**config.mk**
```make
export PLATFORM = sky130hd
export DESIGN_NAME = axi_lite_mem_bridge
export DESIGN_NICKNAME = d
export VERILOG_FILES = /design/src/rtl/axi_lite_mem_bridge.sv
export SDC_FILE = /design/constraint.sdc
export NUM_CORES = 1
export LEC_CHECK = 0
export CAP_MARGIN = 20
export CORE_AREA = 2 2 206 208
export CTS_BUF_LIST = sky130_fd_sc_hd__clkbuf_16
export DETAILED_ROUTE_END_ITERATION = 10
export DIE_AREA = 0 0 208 210
export PLACE_DENSITY = 0.68
export SETUP_SLACK_MARGIN = 0.2
export SLEW_MARGIN = 20
export SYNTH_ARGS = -nofsm -noshare
export SYNTH_HDL_FRONTEND = slang
export SYNTH_SLANG_ARGS = --single-unit
```
**constraint.sdc**
```tcl
create_clock -name clk_i -period 2.1 [get_ports clk_i]
set_input_delay 0.42 -clock clk_i [delete_from_list [all_inputs] [get_ports clk_i]]
set_output_delay 0.42 -clock clk_i [all_outputs]
set_load 0.01 [all_outputs]
```
**src/rtl/axi_lite_mem_bridge.sv**
```systemverilog
// AXI4-Lite slave to single-outstanding memory request/grant bridge.
// Independent one-deep AW/W/AR buffers, round-robin read/write service, address window decode.
module axi_lite_mem_bridge #(
    parameter int unsigned                AXI_ADDR_WIDTH = 64,
    parameter int unsigned                AXI_DATA_WIDTH = 64,
    parameter int unsigned                AXI_ID_WIDTH   = 10,
    parameter int unsigned                READ_LATENCY   = 1,
    parameter logic [AXI_ADDR_WIDTH-1:0]  ADDR_BASE      = '0,
    parameter logic [AXI_ADDR_WIDTH-1:0]  ADDR_SIZE      = 'h1000
) (
    input  logic                          clk_i,
    input  logic                          rst_ni,
    // AW
    input  logic                          aw_valid,
    output logic                          aw_ready,
    input  logic [AXI_ADDR_WIDTH-1:0]     aw_addr,
    input  logic [AXI_ID_WIDTH-1:0]       aw_id,
    // W
    input  logic                          w_valid,
    output logic                          w_ready,
    input  logic [AXI_DATA_WIDTH-1:0]     w_data,
    input  logic [AXI_DATA_WIDTH/8-1:0]   w_strb,
    // B
    output logic                          b_valid,
    input  logic                          b_ready,
    output logic [1:0]                    b_resp,
    output logic [AXI_ID_WIDTH-1:0]       b_id,
    // AR
    input  logic                          ar_valid,
    output logic                          ar_ready,
    input  logic [AXI_ADDR_WIDTH-1:0]     ar_addr,
    input  logic [AXI_ID_WIDTH-1:0]       ar_id,
    // R
    output logic                          r_valid,
    input  logic                          r_ready,
    output logic [AXI_DATA_WIDTH-1:0]     r_data,
    output logic [1:0]                    r_resp,
    output logic [AXI_ID_WIDTH-1:0]       r_id,
    output logic                          r_last,
    // memory side
    output logic                          req_o,
    input  logic                          gnt_i,
    output logic                          we_o,
    output logic [AXI_ADDR_WIDTH-1:0]     addr_o,
    output logic [AXI_DATA_WIDTH/8-1:0]   be_o,
    output logic [AXI_DATA_WIDTH-1:0]     wdata_o,
    input  logic [AXI_DATA_WIDTH-1:0]     rdata_i
);

    localparam int unsigned STRB_W = AXI_DATA_WIDTH / 8;
    localparam logic [AXI_ADDR_WIDTH-1:0] ALIGN_MASK = ~AXI_ADDR_WIDTH'(STRB_W - 1);
    localparam logic [1:0] RESP_OKAY   = 2'b00;
    localparam logic [1:0] RESP_SLVERR = 2'b10;

    localparam logic [2:0] IDLE    = 3'd0;
    localparam logic [2:0] WR_REQ  = 3'd1;
    localparam logic [2:0] WR_RESP = 3'd2;
    localparam logic [2:0] RD_REQ  = 3'd3;
    localparam logic [2:0] RD_WAIT = 3'd4;
    localparam logic [2:0] RD_RESP = 3'd5;

    logic [2:0]                state_q;
    logic                      prio_rd_q;
    logic [2:0]                lat_cnt_q;

    logic                      aw_full_q, w_full_q, ar_full_q;
    logic                      aw_ready_q, w_ready_q, ar_ready_q;
    logic [AXI_ADDR_WIDTH-1:0] aw_addr_q, ar_addr_q;
    logic [AXI_ID_WIDTH-1:0]   aw_id_q, ar_id_q;
    logic [AXI_DATA_WIDTH-1:0] w_data_q;
    logic [STRB_W-1:0]         w_strb_q;

    logic [1:0]                b_resp_q, r_resp_q;
    logic [AXI_ID_WIDTH-1:0]   b_id_q, r_id_q;
    logic [AXI_DATA_WIDTH-1:0] r_data_q;

    logic                      aw_hs, w_hs, ar_hs;
    logic                      aw_have, w_have, ar_have;
    logic [AXI_ADDR_WIDTH-1:0] aw_addr_e, ar_addr_e;
    logic [AXI_ID_WIDTH-1:0]   aw_id_e, ar_id_e;
    logic                      wr_elig, rd_elig, pick_wr, pick_rd;
    logic                      wr_ok, rd_ok, wr_done, rd_done;
    logic                      aw_full_d, w_full_d, ar_full_d;
    logic [AXI_ADDR_WIDTH:0]   win_lo, win_hi;

    assign aw_hs = aw_valid & aw_ready_q;
    assign w_hs  = w_valid  & w_ready_q;
    assign ar_hs = ar_valid & ar_ready_q;

    // A beat handshaking this cycle is already visible to IDLE, so service starts one cycle earlier.
    assign aw_have   = aw_full_q | aw_hs;
    assign w_have    = w_full_q  | w_hs;
    assign ar_have   = ar_full_q | ar_hs;
    assign aw_addr_e = aw_full_q ? aw_addr_q : aw_addr;
    assign aw_id_e   = aw_full_q ? aw_id_q   : aw_id;
    assign ar_addr_e = ar_full_q ? ar_addr_q : ar_addr;
    assign ar_id_e   = ar_full_q ? ar_id_q   : ar_id;

    assign wr_elig = aw_have & w_have;
    assign rd_elig = ar_have;
    assign pick_wr = (state_q == IDLE) & wr_elig & (~rd_elig | ~prio_rd_q);
    assign pick_rd = (state_q == IDLE) & rd_elig & ~pick_wr;

    // One extra bit so a window ending past the top of the address space does not wrap.
    assign win_lo = {1'b0, ADDR_BASE};
    assign win_hi = win_lo + {1'b0, ADDR_SIZE};
    assign wr_ok  = ({1'b0, aw_addr_e} >= win_lo) && ({1'b0, aw_addr_e} < win_hi);
    assign rd_ok  = ({1'b0, ar_addr_e} >= win_lo) && ({1'b0, ar_addr_e} < win_hi);

    // Buffers free on memory grant, or immediately when the access is rejected by the decoder.
    assign wr_done   = ((state_q == WR_REQ) & gnt_i) | (pick_wr & ~wr_ok);
    assign rd_done   = ((state_q == RD_REQ) & gnt_i) | (pick_rd & ~rd_ok);
    assign aw_full_d = aw_have & ~wr_done;
    assign w_full_d  = w_have  & ~wr_done;
    assign ar_full_d = ar_have & ~rd_done;

    always_ff @(posedge clk_i or negedge rst_ni) begin
        if (!rst_ni) begin
            aw_full_q  <= 1'b0;
            w_full_q   <= 1'b0;
            ar_full_q  <= 1'b0;
            aw_ready_q <= 1'b0;
            w_ready_q  <= 1'b0;
            ar_ready_q <= 1'b0;
            aw_addr_q  <= '0;
            aw_id_q    <= '0;
            w_data_q   <= '0;
            w_strb_q   <= '0;
            ar_addr_q  <= '0;
            ar_id_q    <= '0;
        end else begin
            aw_full_q  <= aw_full_d;
            w_full_q   <= w_full_d;
            ar_full_q  <= ar_full_d;
            aw_ready_q <= ~aw_full_d;
            w_ready_q  <= ~w_full_d;
            ar_ready_q <= ~ar_full_d;
            if (aw_hs) begin
                aw_addr_q <= aw_addr;
                aw_id_q   <= aw_id;
            end
            if (w_hs) begin
                w_data_q <= w_data;
                w_strb_q <= w_strb;
            end
            if (ar_hs) begin
                ar_addr_q <= ar_addr;
                ar_id_q   <= ar_id;
            end
        end
    end

    always_ff @(posedge clk_i or negedge rst_ni) begin
        if (!rst_ni) begin
            state_q   <= IDLE;
            prio_rd_q <= 1'b0;
            lat_cnt_q <= '0;
            b_resp_q  <= '0;
            b_id_q    <= '0;
            r_resp_q  <= '0;
            r_id_q    <= '0;
            r_data_q  <= '0;
        end else begin
            case (state_q)
                IDLE: begin
                    if (pick_wr) begin
                        b_id_q <= aw_id_e;
                        if (rd_elig) prio_rd_q <= 1'b1;
                        if (wr_ok) begin
                            b_resp_q <= RESP_OKAY;
                            state_q  <= WR_REQ;
                        end else begin
                            b_resp_q <= RESP_SLVERR;
                            state_q  <= WR_RESP;
                        end
                    end else if (pick_rd) begin
                        r_id_q <= ar_id_e;
                        if (wr_elig) prio_rd_q <= 1'b0;
                        if (rd_ok) begin
                            r_resp_q <= RESP_OKAY;
                            state_q  <= RD_REQ;
                        end else begin
                            r_resp_q <= RESP_SLVERR;
                            r_data_q <= '0;
                            state_q  <= RD_RESP;
                        end
                    end
                end
                WR_REQ:  if (gnt_i) state_q <= WR_RESP;
                WR_RESP: if (b_ready) state_q <= IDLE;
                RD_REQ: begin
                    if (gnt_i) begin
                        lat_cnt_q <= 3'(READ_LATENCY - 1);
                        state_q   <= RD_WAIT;
                    end
                end
                RD_WAIT: begin
                    if (lat_cnt_q == 3'd0) begin
                        r_data_q <= rdata_i;
                        state_q  <= RD_RESP;
                    end else begin
                        lat_cnt_q <= lat_cnt_q - 3'd1;
                    end
                end
                RD_RESP: if (r_ready) state_q <= IDLE;
                default: state_q <= IDLE;
            endcase
        end
    end

    assign aw_ready = aw_ready_q;
    assign w_ready  = w_ready_q;
    assign ar_ready = ar_ready_q;

    // Request fields come straight from full buffers, so they cannot move while stalled.
    assign req_o   = (state_q == WR_REQ) | (state_q == RD_REQ);
    assign we_o    = (state_q == WR_REQ);
    assign addr_o  = (state_q == RD_REQ) ? (ar_addr_q & ALIGN_MASK) :
                     (state_q == WR_REQ) ? (aw_addr_q & ALIGN_MASK) : '0;
    assign be_o    = (state_q == RD_REQ) ? {STRB_W{1'b1}} :
                     (state_q == WR_REQ) ? w_strb_q : '0;
    assign wdata_o = (state_q == WR_REQ) ? w_data_q : '0;

    assign b_valid = (state_q == WR_RESP);
    assign b_resp  = b_resp_q;
    assign b_id    = b_id_q;
    assign r_valid = (state_q == RD_RESP);
    assign r_data  = r_data_q;
    assign r_resp  = r_resp_q;
    assign r_id    = r_id_q;
    assign r_last  = r_valid;

endmodule

```
Word-level counts from Yosys, hierarchy flattened:

Index checks and enable logic that the tools add are counted.

* bits in registers: 321
* latch bits: 0
* memory bits (writable): 0
* ROM bits: 0
* output and inout port bits: 232
* memories: 0

* add/sub/neg operators: 1
* $mul: 0
* div/mod/pow operators: 0
* $lt $le $gt $ge: 4
* equal/unequal tests: 16
* shift-type cells: 0
* muxes and demuxes: 33
* bitwise operators: 32
* reduce and logical (&&, ||, !) cells: 14

Operator list (number)
* $mux W64: 9
* $ge A64 B1 Y1 const B: 2
* $lt A64 B13 Y1 const B: 2
* $pmux W64 S2: 1
* $mux W3: 10
* $mux W10: 2
* $ne A2 B2 Y1 const B: 9
* $pmux W3 S6: 1
* $mux W8: 2
* $and A1 B1 Y1: 15
* $not A1 Y1: 10
* $reduce_bool A2 Y1: 4
* $or A1 B1 Y1: 7
* $eq A3 B2 Y1 const B: 2
* $eq A3 B3 Y1 const B: 2
* $logic_not A3 Y1: 2
* $mux W2: 3
* $pmux W3 S2: 1
* $reduce_and A3 Y1: 2
* $reduce_and A6 Y1: 1
* $reduce_and A5 Y1: 1
* $mux W1: 4
* $reduce_and A4 Y1: 1
* $eq A3 B1 Y1 const B: 1
* 5 further kinds: 6

Logic depth before layout (Yosys ltp):

* word-level depth: 12
* depth in mapped cells: 11
* gate-level depth less buffers: 8

Worst setup path after synthesis:

Ideal clock, no wire load.

* path type: reg-to-output
* start: reg state_q[2]
* end: out wdata_o[14]
* arrival: 1610 ps
* slack: 70 ps
* cell stages (with the launch flop): 8
* path buffers: 3
* cells stage by stage: dfrtp_1 > clkbuf_1 > inv_1 > nand2_1 > nor2_1 > clkbuf_1 > clkbuf_1 > and2_1

* word-level cells in the longest chain between the ends: 2

Ends and longest elaborated chain
* from (decl): line 62 `logic [2:0] state_q;`
* from (signal assigned): line 155 `state_q <= IDLE;`
* from (signal assigned): line 171 `state_q <= WR_REQ;`
* from (signal assigned): line 174 `state_q <= WR_RESP;`
* $eq A3 B1 Y1: line 222 `assign wdata_o = (state_q == WR_REQ) ? w_data_q : '0;`
* $mux W64: line 222
* to (decl): line 46 `output logic [AXI_DATA_WIDTH-1:0] wdata_o,`

Every way passes these cells.

Worst setup path after layout:

* start: reg state_q[1]
* end: out wdata_o[7]

The elaborated chain is that of the path after synthesis.

==> results.md <==
- Worst R2R Start: state_q[1]$_DFFE_PN0P_
- Pleak: 11.9 nW
- Share of cells above drive strength 1: 30.2%
- Most used cell, CP: buf_12
- RR Endpoint: r_data[55]$_DFFE_PN0P_
- Max Fclk: 428 MHz
- Yosys cell types: 43
- Worst EP required: ~1700 ps
- Fillers: 3489
- Post-route ant nets: 0
- Cell count after placement: 2536
- Drt initial violations: between 900 and 1000
- GR Overflow Total: 0
- Multi-input logic area: around 0.0068 mm2
- Final Power: 36.5 mW
- R2R depth: 9
- Final setup margin: -238 ps
- Flop2flop setup slack: -180 ps
- Core area: 0.0415 mm2
- Drt via density: 4.97
- Area Growth Syn to Fin: 64.8%
- Most common cell after layout, fill and taps aside: nand2_1
- Critical Path AT: 1920 ps
- Register area: 0.00784 mm2
- Slowest cell on crit path: dfrtp_4
- RSZ-0062 raised after global routing: yes
- EDFF count, synth: 0
- Dominant synthesized flop cell: dfrtp_1
- Syn avg cell area: 10.1 um2
- Root buf cell: clkbuf_16
- Clock transition at path regs: 60 ps
- I/O pin cnt: 524
- Crit path time final: between 2000 and 2500 ps
- # setup viols final: 209
- Met1 Track Usage GR: 31.4%
- Clock Path Buffers: 3
- CP startpoint kind: register
- Total CTS buffers: 37
- Post-route cell area: 0.0240 mm2
- Sequential element share of the synthesized area: between 50% and 60%
- Worst path cell trace: nor2_4 -> buf_12 -> buf_12 -> buf_16 -> and2_4 -> buf_6
- Crit-path max cell delay: 540 ps
- Wire per inst: around 20 um
- Sink Count: 313
- Largest net degree at the start of global routing: between 70 and 80
- Synthesis-stage register bit count: 313
- Hold Vio Cnt, Final: 0
- Synth Warn #: 0
- Die Ht: roughly 210 um
- Outcome: finished, violations left
- Worst hold margin: 404 ps
- Via count: 13341
- Number of global-route vias before repair: 13510
- TritonCTS clock tree: built
- Post-Syn Area: 0.0146 mm2
- Row cnt: 75
- Remaining DRCs: 0
- GP Congestion: 0.901
- Fin cells: between 2000 and 3000
- Maximum level of the CTS H-tree: 2
- Failing checks: setup timing
- Routed Wire Length: approximately 54000 um
- PortBufs: between 500 and 600
- Family with the most delay on the worst path: flip-flops
- Initial Utilization: 35.1%
- Met3 Use GR: 5.21%
- Cell count after synthesis: 1438
- Final period utilization: 111%
- Placed cell areas: around 0.021 mm2
- Initial DRT Pass Iterations: 5
- CP bufs+invs: 4
- Max-slew violations: 0
- Worst Max-Slew Pin Slew: about 720 ps
- Hold crit path type: input port to asynchronous set/reset pin
- Rel. slew slack: 52.1%
- Antenna violations before repair: 2
- Most frequent cells in the layout: 355 x nand2_1, 311 x dfrtp_1, 302 x clkdlybuf4s50_1, 143 x mux2_2, 143 x buf_4
- Die width: 208 um
- Final TNS setup: -29570 ps
- Max-cap viol count: 0
- CP max FO: 9
- GRT Resource Usage Total: between 20% and 30%
- CP Class: register to output pin
- Peak VDD IR: 0.862 mV
- Total Die Area: 0.0437 mm2
- Final #Nets: roughly 2400
- Synth async-reset ratio: 100%
- Power Dens Cells: 1520 mW/mm2
- Setup Skew: 21.7 ps
- Top Usage Layer GRT: met2
- First-pass GRT wire length: 80500 um
- Met2 Use GR: 39.3%
- Worst skew pair latency: about 550 ps
- Hpwl dp: 37500 um
- CP Capture Type: output pin
## metal layers
layer / wire length (um) / vias up
li1: - / 6222
met1: 23200 / 6602
met2: 26600 / 422
met3: 3100 / 95
met4: 1440 / 0
met5: 0 / -
## how the worst max path moves through the flow
stage,end,slack (ps),depth (start not counted),startpoint
4_1_cts,r_valid,-310,5,state_q[1]$_DFFE_PN0P_
3_3_place_gp,w_ready$_DFF_PN0_,-610,9,aw_addr[22]
2_1_floorplan,wdata_o[14],190,7,state_q[2]$_DFFE_PN0P_
3_5_place_dp,w_ready$_DFF_PN0_,-590,9,aw_addr[22]
6_report,wdata_o[7],-240,6,state_q[1]$_DFFE_PN0P_
5_1_grt,addr_o[18],-300,6,state_q[1]$_DFFE_PN0P_
## what timing repair did
action                                 CTS  global route
resized for setup                      681           205
hold buffers                             1             0
setup endpoints to repair              297           318
buffers inserted                        34            26
endpoints found under the hold margin   42             0
gates cloned                            15             5
pin swaps                               33            70
## logic make-up (layout without fill, tap and decap cells)
group                    count (synthesis)  after routing  synth area share [%]
multiplexers                           225            225                  16.7
AND/OR/NAND/NOR                        613            613                  18.4
flip-flops                             313            313                  53.8
AO/OA/AOI/OAI                          177            177                  7.52
buffers and inverters                  104            803                  3.24
XOR/XNOR                                 3              3                 0.180
adder cells (fa/ha/maj)                  2              2                 0.172
other                                    1              7                0.0257
## layout make-up
| cell class | instances | area share [%] |
|---|---|---|
| repair buffers | 734 | 31.6 |
| inverters | 6 | 0.146 |
| clock buffers | 38 | 3.96 |
| multi-input cells | 1025 | 28.1 |
| diodes | 2 | 0.0208 |
| well taps | 539 | 2.81 |
| clock inverters | 25 | 0.683 |
| flip-flops and latches | 313 | 32.6 |
## per-stage QoR
step,setup WS (ps),util [%]
floorplan,192,-
global placement,-615,51.3
detailed placement,-591,51.3
CTS,-307,55.5
global route,-304,57.9
finish,-238,57.9
## state kept, by name (all words and copies together) (netlist names), 3 cells and up
signal and count:
w_data_q 64, lat_cnt_q 3, aw_addr_q 61, r_data 64, b_id 10, w_strb_q 8
r_id 10, aw_id_q 10, state_q 3, ar_addr_q 61, ar_id_q 10
## worst reg2reg max path, delay by kind of cell, from the launching register on
kind / cells / cell delay (ps)
flip-flops: 1 / 540
AND/OR/NAND/NOR: 2 / 630
buffers and inverters: 5 / 660
AO/OA/AOI/OAI: 2 / 380
## cells in the mapped netlist, types with 6 or more instances
master | n | share of area (%)
nand3_1 | 9 | 0.31
nor4_1 | 40 | 1.7
clkbuf_1 | 66 | 1.7
o21ai_0 | 81 | 2.8
a21oi_1 | 13 | 0.45
a21o_1 | 64 | 3.3
nand4_1 | 13 | 0.56
mux2i_1 | 82 | 5.6
mux2_2 | 143 | 11
buf_1 | 11 | 0.28
dfrtp_1 | 313 | 54
nor2_1 | 101 | 2.6
buf_4 | 7 | 0.36
nor3_1 | 10 | 0.34
nand2_1 | 359 | 9.2
buf_2 | 8 | 0.27
inv_1 | 6 | 0.15
buf_6 | 6 | 0.46
o22ai_1 | 6 | 0.26
and2_1 | 68 | 2.9
## where the power goes
group | internal, mW | total [mW] | switching [mW]
registers | 9.13 | 11.5 | 2.38
logic | 10.4 | 19.0 | 8.59
clock network | 3.50 | 6.05 | 2.54
total | 23.0 | 36.5 | 13.5
Power figures use the tool's default switching activity.
